## src/rtl/wb_ram_pkg.sv

```systemverilog
// Shared types and helpers for the Wishbone RAM slave.
// Byte-merge is defined per byte so it is width-independent.
package wb_ram_pkg;

  typedef enum logic [1:0] {
    IDLE,
    RD_WAIT,
    RMW_WAIT,
    ACK
  } state_t;

  localparam int BYTE_W = 8;

  function automatic logic [BYTE_W-1:0] merge_byte(
    input logic [BYTE_W-1:0] old_b,
    input logic [BYTE_W-1:0] new_b,
    input logic              sel_b
  );
    return sel_b ? new_b : old_b;
  endfunction

endpackage

```

## src/rtl/wb_ram_slave_merge.sv

```systemverilog
// Combinational byte merge for the RMW write path.
// Selected bytes come from new data, the rest from the old word.
module wb_byte_merge
  import wb_ram_pkg::*;
#(
  parameter int DATA_WIDTH = 32,
  parameter int SEL_WIDTH  = DATA_WIDTH/8
) (
  input  logic [DATA_WIDTH-1:0] old_w,
  input  logic [DATA_WIDTH-1:0] new_w,
  input  logic [SEL_WIDTH-1:0]  sel,
  output logic [DATA_WIDTH-1:0] merged
);

  for (genvar i = 0; i < SEL_WIDTH; i++) begin : g_byte
    assign merged[i*BYTE_W +: BYTE_W] =
      merge_byte(old_w[i*BYTE_W +: BYTE_W],
                 new_w[i*BYTE_W +: BYTE_W],
                 sel[i]);
  end

endmodule

```

## src/rtl/wb_ram_slave.sv

```systemverilog
// Wishbone classic slave in front of a single-port sync RAM.
// Partial-select writes are done as read-modify-write.
module wb_ram_slave
  import wb_ram_pkg::*;
#(
  parameter int DATA_WIDTH = 32,
  parameter int ADDR_WIDTH = 10,
  parameter int SEL_WIDTH  = DATA_WIDTH/8
) (
  input  logic                  clk,
  input  logic                  rst_n,
  input  logic                  wb_cyc_i,
  input  logic                  wb_stb_i,
  input  logic                  wb_we_i,
  input  logic [ADDR_WIDTH-1:0] wb_adr_i,
  input  logic [SEL_WIDTH-1:0]  wb_sel_i,
  input  logic [DATA_WIDTH-1:0] wb_dat_i,
  output logic [DATA_WIDTH-1:0] wb_dat_o,
  output logic                  wb_ack_o,
  output logic [ADDR_WIDTH-1:0] ram_addr,
  output logic                  ram_we,
  output logic [DATA_WIDTH-1:0] ram_dat_w,
  input  logic [DATA_WIDTH-1:0] ram_dat_r
);

  localparam logic [SEL_WIDTH-1:0] SEL_ALL = {SEL_WIDTH{1'b1}};

  state_t                state;
  logic [ADDR_WIDTH-1:0] req_adr;
  logic [DATA_WIDTH-1:0] req_dat;
  logic [SEL_WIDTH-1:0]  req_sel;
  logic                  req_we;
  logic [DATA_WIDTH-1:0] merged;

  logic req;
  logic sel_full;
  logic sel_none;

  assign req      = wb_cyc_i & wb_stb_i;
  assign sel_full = (wb_sel_i == SEL_ALL);
  assign sel_none = (wb_sel_i == '0);

  wb_byte_merge #(
    .DATA_WIDTH(DATA_WIDTH),
    .SEL_WIDTH (SEL_WIDTH)
  ) u_merge (
    .old_w (ram_dat_r),
    .new_w (req_dat),
    .sel   (req_sel),
    .merged(merged)
  );

  // RAM address: live bus in IDLE, latched request otherwise
  always_comb begin
    ram_addr = req_adr;
    if (state == IDLE) ram_addr = wb_adr_i;
  end

  // RAM write data: bus in IDLE, merged word during RMW
  always_comb begin
    ram_dat_w = req_dat;
    if (state == IDLE)          ram_dat_w = wb_dat_i;
    else if (state == RMW_WAIT) ram_dat_w = merged;
  end

  // Write strobe; reset and abort both suppress it
  always_comb begin
    ram_we = 1'b0;
    if (rst_n) begin
      if (state == IDLE)
        ram_we = req & wb_we_i & sel_full;
      else if (state == RMW_WAIT)
        ram_we = req_we & wb_cyc_i;
    end
  end

  // Transfer FSM with registered ack and read data
  always_ff @(posedge clk or negedge rst_n) begin
    if (!rst_n) begin
      state    <= IDLE;
      wb_ack_o <= 1'b0;
      wb_dat_o <= '0;
      req_adr  <= '0;
      req_dat  <= '0;
      req_sel  <= '0;
      req_we   <= 1'b0;
    end else begin
      unique case (state)
        IDLE: begin
          wb_ack_o <= 1'b0;
          if (req) begin
            req_adr <= wb_adr_i;
            req_dat <= wb_dat_i;
            req_sel <= wb_sel_i;
            req_we  <= wb_we_i;
            if (!wb_we_i) begin
              state <= RD_WAIT;
            end else if (sel_full || sel_none) begin
              wb_ack_o <= 1'b1;
              state    <= ACK;
            end else begin
              state <= RMW_WAIT;
            end
          end
        end
        RD_WAIT: begin
          if (!wb_cyc_i) begin
            state <= IDLE;
          end else begin
            wb_dat_o <= ram_dat_r;
            wb_ack_o <= 1'b1;
            state    <= ACK;
          end
        end
        RMW_WAIT: begin
          if (!wb_cyc_i) begin
            state <= IDLE;
          end else begin
            wb_ack_o <= 1'b1;
            state    <= ACK;
          end
        end
        ACK: begin
          wb_ack_o <= 1'b0;
          state    <= IDLE;
        end
        default: begin
          wb_ack_o <= 1'b0;
          state    <= IDLE;
        end
      endcase
    end
  end

endmodule

```

## config.mk

```make
export PLATFORM = sky130hd
export DESIGN_NAME = wb_ram_slave
export DESIGN_NICKNAME = d
export VERILOG_FILES = /design/src/rtl/wb_ram_pkg.sv /design/src/rtl/wb_ram_slave_merge.sv /design/src/rtl/wb_ram_slave.sv
export SDC_FILE = /design/constraint.sdc
export NUM_CORES = 1
export LEC_CHECK = 0
export CAP_MARGIN = 30
export CORE_UTILIZATION = 41
export DETAILED_ROUTE_END_ITERATION = 7
export PLACE_DENSITY = 0.77
export SLEW_MARGIN = 20
export SYNTH_ARGS = -nofsm -noshare
export SYNTH_HDL_FRONTEND = slang
export SYNTH_HIERARCHICAL = 1
export SYNTH_SLANG_ARGS = --single-unit
```

## constraint.sdc

```tcl
create_clock -name clk -period 2 [get_ports clk]
set_input_delay 0.6 -clock clk [delete_from_list [all_inputs] [get_ports clk]]
set_output_delay 0.6 -clock clk [all_outputs]
set_load 0.02 [all_outputs]
```

; ---- Word-level counts from Yosys, hierarchy flattened
; Cells that the tools add are included.
[totals]
register_bits = 82
out_inout_bits = 76
in_bits = 83
word_cells = 43
[classes]
reduce_logical = 6
n_bitwise = 4
mux = 20
n_eq_ne = 6
[op_table]
columns = cell, count
row1 = $mux 32, 2
row2 = $mux 8, 4
row3 = $mux 10, 1
row4 = $mux 1, 8
row5 = $mux 2, 3
row6 = $pmux 2 s3, 1
row7 = $and 1x1->1, 4
row8 = $eq 2x2->1 const B, 2
row9 = $eq 4x4->1 const B, 1
row10 = $logic_not 4->1, 1
row11 = $reduce_and 2->1, 2
row12 = $pmux 1 s3, 1
row13 = $eq 2x1->1 const B, 1
row14 = $logic_not 2->1, 1
row15 = $ne 2x1->1 const B, 1
row16 = $ne 2x2->1 const B, 1
row17 = $reduce_or 2->1, 1
row18 = $logic_or 1x1->1, 1

; ---- Logic depth before layout (Yosys ltp)
; Gate-level depths: netlist of the first run.
[depth]
ltp_word = 6
ltp_mapped = 7
mapped_depth_nobuf = 5

; ---- By module
; The synthesis of the first run kept the hierarchy.
[modules_own_cells]
columns = module, cells_per_inst, n_inst, seq_area_each_um2, area_per_inst_um2
row1 = wb_ram_slave, 317, 1, 2052.0, 3995.1
row2 = wb_byte_merge, 36, 1, 0.0, 525.5

; ---- Least setup slack after synthesis of the first run
; Ideal clock, no wire load.
[synth_timing]
path_kind = flip-flop to output port
from = register state[0]
to = output ram_we
path_buffers = 2
setup_slack_ns = -0.244
arrival_ns = 1.644
stages_incl_launch_ff = 7
t_required_ns = 1.400
path_cell_list = dfrtp_1 > inv_1 > ha_1 > buf_2 > buf_2 > nand4b_1 > a21boi_0
[synth_between]
elab_chain_len = 4
word_cells_on_any_way = 5
cone_classes = 1 x eq/ne / 3 x mux / 1 x reduce/logical
[synth_lines]
columns = item, line_no
row1 = start: declaration, wb_ram_slave.sv:28  ; state_t state;
row2 = start signal: assignment, wb_ram_slave.sv:80  ; state <= IDLE;
row3 = start signal: assignment, wb_ram_slave.sv:97  ; state <= RD_WAIT;
row4 = start signal: assignment, wb_ram_slave.sv:100  ; state <= ACK;
row5 = $eq 2x2->1, wb_ram_slave.sv:72  ; else if (state == RMW_WAIT)
row6 = $mux 1, wb_ram_slave.sv:72
row7 = $mux 1 (*), wb_ram_slave.sv:70  ; if (state == IDLE)
row8 = $mux 1 (*), wb_ram_slave.sv:69  ; if (rst_n) begin
row9 = end: declaration, wb_ram_slave.sv:21  ; output logic ram_we,
; Every way passes the cells marked *; elsewhere a longest branch is shown, timed or not.

; ---- Final worst setup path of the first run
[layout_timing]
from = register state[1]
to = output ram_dat_w[4]
[layout_between]
elab_chain_len = 3
word_cells_on_any_way = 4
cone_classes = 1 x eq/ne / 2 x mux / 1 x reduce/logical
[layout_lines]
columns = item, line_no
row1 = $eq 2x2->1, wb_ram_slave.sv:63  ; else if (state == RMW_WAIT) ram_dat_w = merged;
row2 = $mux 32, wb_ram_slave.sv:63
row3 = $mux 32 (*), wb_ram_slave.sv:62  ; if (state == IDLE) ram_dat_w = wb_dat_i;
row4 = end: declaration, wb_ram_slave.sv:22  ; output logic [DATA_WIDTH-1:0] ram_dat_w,
; Marked as above.

==> metrics.txt, run 1 <==
status complete, but fails checks; violated checks negative setup slack; gp weighted congestion 0.781; Setup WS pre-CTS -0.767 ns; Fin. Hold Viols 0; routed wire length 12300 um; final setup margin -0.442 ns; drt initial violations 110; DP HPWL 8640 um; Final period util 122%; antenna-violating nets left 0; fin crit period 2.44 ns; post-route clock skew 0.00716 ns; Worst EP arrival 1.84 ns; most common cell in the netlist dfrtp_1; CTS max path bufs 2; crit end category output pin; RSZ-0062 raised after global routing true; TritonCTS clock tree built; final setup vio count 43; vias in the first global route 3906; Commonest cells post-synth dfrtp_1, mux2_2, mux2_4, nand2_1, o21ai_0; global-route wire length before repair 19500 um; Synth Cell Area 0.00452 mm2; routed wire length per instance 17.1 um; post-synth net total 440; CP startpoint kind flip-flop; max cap viols 0; Synth area leaders dfrtp_1, mux2_2, mux2_4; reg2reg path depth 8; Worst EP required 1.40 ns; Starting Density 43.0%; fraction of layout cells with a size suffix above 1 53.0%; Clock transition at path regs 0.08 ns; DRC 0; pwr dens 1870 mW/mm2; H-tree levels 3; Max-slew headroom 61.9%; # IOs 159; fillcell total 740; nets 670; Synth cell types 30; Yosys top cell area share 45.4%; Synth Instances 353; critical path type reg2out; # clock sinks 82; # diodes 0; Std-Cell Rows 37; Max Fanout on Critical Path 4; slew of the pin with the lowest slew margin 0.571 ns; die width 107 um; P&R area growth vs syn 67.1%; overall power 14.1 mW; root buffer cell clkbuf_8; Skew-Pair Late Insertion Delay 0.36 ns; number of synthesized register bits 82; Buffers on Ports 158; sequential area share after synthesis 45.4%; Core Box Area 0.0105 mm2; TritonCTS buffer count 9; DR pass1 iterations 4; DR vias 3637; GRT overflow 0; cell taking the most area after synthesis dfrtp_1; die footprint 0.0115 mm2; ys flop type dfrtp_1; Total GRT Usage 22.3%; Leakage 3.36 nW; EDFF count, synth 0; Fmax 410 MHz; Async SR Flop Fraction 100%; die height 107 um; initial antenna violation count 0; Ys Warns 6; syn avg cell area 12.8 um2; peak supply drop 902 uV; largest net degree at the start of global routing 43; HP Class in2async; Via-to-Cell Ratio 5.03; Max Slew Vio Count 0
report_power, final:
group	leakage [nW]	switching [mW]	internal (mW)
logic	2.30	4.18	5.60
clock network	0.0877	0.626	0.605
registers	0.976	0.569	2.51
total	3.36	5.38	8.72
registers in the layout, summed over array words and instances (netlist names):
register	cells
req_dat	32
req_sel	4
req_adr	10
wb_dat_o	32
req_we	1
wb_ack_o	1
state	2
logic make-up (layout without fill, tap and decap cells):
logic type	Yosys count	count (layout)	synth area share [%]
mux	152	152	40.5
flops	82	82	45.4
simple gates	47	47	4.57
compound gates	40	40	4.76
buf+inv	28	262	3.71
fa+ha+maj	4	4	1.11
worst max-delay path, stage by stage (launching register included):
cell,delay [ns]
dfrtp_1,0.44
ha_4,0.20
buf_12,0.13
buf_4,0.13
buf_6,0.12
mux2i_4,0.17
o21ai_2,0.16
buf_6,0.14
metrics by stage:
step           area, um2  instances  utilization (%)  TNS, ns  hold WS [ns]
2_1_floorplan       4630        353                -   -0.204         0.304
3_3_place_gp        6860        685             65.3   -33.25         0.463
3_5_place_dp        6860        685             65.3   -37.60         0.471
4_1_cts             7390        720             70.3   -14.36         0.349
5_1_grt             7560        723             71.9   -16.52         0.382
6_report            7560        723             71.9   -13.95         0.346
path summary, 6_finish.rpt:
check / endpoint / slack, ns / startpoint
max: ram_dat_w[4] / -0.44 / state[1]
min: req_dat[13] / 0.35 / rst_n
max reg2reg: wb_dat_o[11] / 0.16 / state[1]
min reg2reg: req_we / 0.49 / req_we
max in group asynchronous: wb_dat_o[27] / 0.68 / rst_n
min in group clk: req_we / 0.49 / req_we
repair_timing:
action                     4_1_cts  5_1_grt
buffers inserted                18        5
gates cloned                     2        0
setup endpoints to repair       43       43
gates resized for setup        278       45
hold buffers                     0        0
pin swaps                        6        4
layout make-up:
class	count	area, um2	share of cell area, %
multi-input combinational	243	2640	34.9
timing repair buffer	244	2490	33.0
sequential	82	2050	27.2
tap	136	170	2.25
clock buffer	11	141	1.87
clock inverter	4	52.6	0.695
inverter	3	11.3	0.149
layer usage:
metal | GRT usage, % | share of wire (%) | vias up
li1 | - | - | 1733
met1 | 27.5 | 43 | 1786
met2 | 39.7 | 52 | 108
met3 | 3.40 | 4.8 | 10
met4 | 7.24 | 0.89 | 0
met5 | 0 | 0 | -
cells in the final DEF (no fill, tap or decap), types with 2 or more instances in the layout:
master,count
clkbuf_8,10
mux2_2,60
buf_4,65
clkdlybuf4s50_1,106
clkinvlp_4,3
ha_4,2
a31oi_1,2
mux2i_1,14
o21ai_2,27
dlygate4sd2_1,8
mux2i_2,8
buf_2,3
inv_2,2
buf_12,16
buf_6,44
nor2_1,2
nand2_1,36
o21ai_1,5
mux2_1,8
dfrtp_1,82
mux2_4,52
nand3_2,2
mux2i_4,10
ha_1,2
No activity file was read; power rests on OpenSTA's default activity.
==> inputs of run 2 (changes only) <==
--- a/config.mk
+++ b/config.mk
@@ -6,9 +6,12 @@
 export NUM_CORES = 1
 export LEC_CHECK = 0
 export CAP_MARGIN = 30
+export CORE_MARGIN = 8
 export CORE_UTILIZATION = 41
 export DETAILED_ROUTE_END_ITERATION = 7
+export HOLD_SLACK_MARGIN = 0.08
 export PLACE_DENSITY = 0.77
+export RECOVER_POWER = 50
 export SLEW_MARGIN = 20
 export SYNTH_ARGS = -nofsm -noshare
 export SYNTH_HDL_FRONTEND = slang
==> metrics.txt, run 2 (synthesis results as in run 1) <==
Std-Cell Rows 38 (+2.7%); nets 672 (+0.30%); status complete, but fails checks; fillcell total 737 (-0.41%); reg2reg path depth 8 (unchanged); most frequent cells in the layout clkdlybuf4s50_1, dfrtp_1, mux2_2; Skew-Pair Late Insertion Delay 0.35 ns (about the same); Crit path largest cell delay 0.41 ns (-0.03 ns); HP Class reg2reg; max cap viols 0 (unchanged); Worst EP arrival 1.81 ns (-0.03 ns); critical path type reg2out; clock share of power 7.1% (-1.6 points); die footprint 0.0146 mm2 (+28%); global-route wire length before repair 21700 um (+11%); Fin. Hold Viols 0 (unchanged); Worst R2R End req_dat[17]; CTS max path bufs 2 (unchanged); largest net degree at the start of global routing 53 (+23%); Hold EP req_adr[5]; registers with the most flip-flops req_dat x32, wb_dat_o x32, req_adr x10; pwr dens 1890 mW/mm2 (+1.5%); violated checks negative setup slack; Int Power 8.93 mW (+2.5%); final setup margin -0.406 ns (+0.0357 ns); # diodes 0 (unchanged); Logic pwr share 71.9% (+2.5 points); routed wire length 14400 um (+16%); final setup vio count 43 (unchanged); slew of the pin with the lowest slew margin 1.35 ns (+0.775 ns); R2R Setup Slk 0.09 ns (-0.07 ns); DP Area 0.00691 mm2 (+0.73%); total negative slack -15.54 ns (-1.59 ns); Max Slew Vio Count 0 (unchanged); Fmax 416 MHz (+1.5%); crit-path leading delay family buffers and inverters; final std cells w/o fill 729 (+0.83%); H-tree levels 3 (unchanged); Core Box Area 0.0108 mm2 (+2.7%); TritonCTS buffer count 9 (unchanged); post-layout instance area 0.00773 mm2 (+2.4%); commonest non-fill, non-tap cell in the layout clkdlybuf4s50_1; Starting Density 41.9% (-1.1 points); Final period util 120% (-1.8 points); vias in the first global route 4107 (+5.1%); TritonCTS clock tree built; P&R area growth vs syn 71.1%; root buffer cell clkbuf_8; Seq pwr share 21.1% (-0.7 points); initial antenna violation count 0 (unchanged); worst r2r src state[1]; Hold Crit Depth 1; Buffers on Ports 158 (unchanged); Clock transition at path regs 0.08 ns (about the same); DRC 0 (unchanged); drt initial violations 134 (+22%); DP HPWL 9590 um (+11%); most frequent CP cell buf_12; routed wire length per instance 19.7 um (+15%); Hold Crit Start req_adr[5]; crit path buf inv count 4 (unchanged); gp weighted congestion 0.781 (about the same); NetSw 5.71 mW (+6.1%); Max-slew headroom 10.3% (-52 points); # IOs 159 (unchanged); Leakage 3.42 nW (+1.7%); die width 121 um (+13%); post-route clock skew 0.00884 ns (+0.00168 ns); DR pass1 iterations 4 (unchanged); # clock sinks 82 (unchanged); Hold Buf Count CTS 0 (unchanged); die height 121 um (+13%); crit end category output pin; CP max stage cell dfrtp_1; Via-to-Cell Ratio 5.16 (+2.5%); DP Cell Count 690 (+0.73%); CP startpoint kind flip-flop; switching portion of total power 39.0% (+0.84 points); antenna-violating nets left 0 (unchanged); crit-path cells inv_2, ha_4, buf_12, buf_12, mux2i_2, o21ai_2, buf_6; Total GRT Usage 18.6% (-3.7 points); fin crit period 2.41 ns (-0.0357 ns); Worst EP required 1.40 ns (about the same); Max Fanout on Critical Path 5 (+1); fraction of layout cells with a size suffix above 1 54.0% (+1.0 points); RSZ-0062 raised after global routing true; GRT overflow 0 (unchanged); DR vias 3758 (+3.3%); Setup WS pre-CTS -0.824 ns (-0.0569 ns); peak supply drop 1030 uV (+15%)
[run 2: worst register-to-register path, delay by kind of cell (launching register included)]
family                   cells  cell delay [ns]
flip-flops                   1             0.43
buffers and inverters        5             0.70
AND/OR/NAND/NOR              1             0.11
adder cells (fa/ha/maj)      1             0.19
multiplexers                 1             0.37
[run 2: per-stage QoR]
stage               power [mW]  hold slack [ns]  util [%]
global placement          11.4            0.469      63.8
finish                    14.6            0.499      71.7
global route              15.4            0.523      71.7
CTS                       13.6            0.410      68.4
floorplan                 7.86            0.304         -
detailed placement        11.7            0.477      64.0
[run 2: routing by layer]
layer	share of wire, %	vias to the layer above	GRT usage, %
li1	-	1735	-
met1	39	1885	20.8
met2	52	122	32.9
met3	7.0	16	5.26
met4	1.4	0	6.95
met5	0	-	0
[run 2: power by group through the flow]
stage | sequential, mW | clock [mW] | combinational (mW)
floorplan | 3.36 | 0 | 4.49
CTS | 3.03 | 1.06 | 9.53
detailed placement | 3.04 | 0 | 8.61
global placement | 2.97 | 0 | 8.44
global route | 3.18 | 1.13 | 11.1
finish | 3.09 | 1.04 | 10.5
[run 2: how the worst max path moves through the flow]
stage,start,to,slack [ns],depth (start not counted)
after floorplan,state[0],ram_dat_w[22],-0.05,4
after global placement,wb_sel_i[3],ram_we,-0.80,5
after detailed placement,wb_sel_i[3],ram_we,-0.82,5
after CTS,state[1],ram_dat_w[14],-0.42,7
after global routing,state[0],ram_dat_w[14],-0.49,7
final,state[0],ram_dat_w[14],-0.41,7
[run 2: area by class of cell]
class	count	area, um2	share of cell area (%)
clock inverter	4	20.0	0.259
clock buffer	11	131	1.70
timing repair buffer	246	2630	34.1
tap	140	175	2.26
multi-input combinational	243	2710	35.1
inverter	3	11.3	0.146
sequential	82	2050	26.5
[run 2: what timing repair did]
| action | 4_1_cts | 5_1_grt |
|---|---|---|
| setup buffers | 15 | 4 |
| cloned | 2 | 6 |
| setup endpoints to repair | 43 | 43 |
| gates resized for setup | 281 | 56 |
| pin swaps | 5 | 7 |
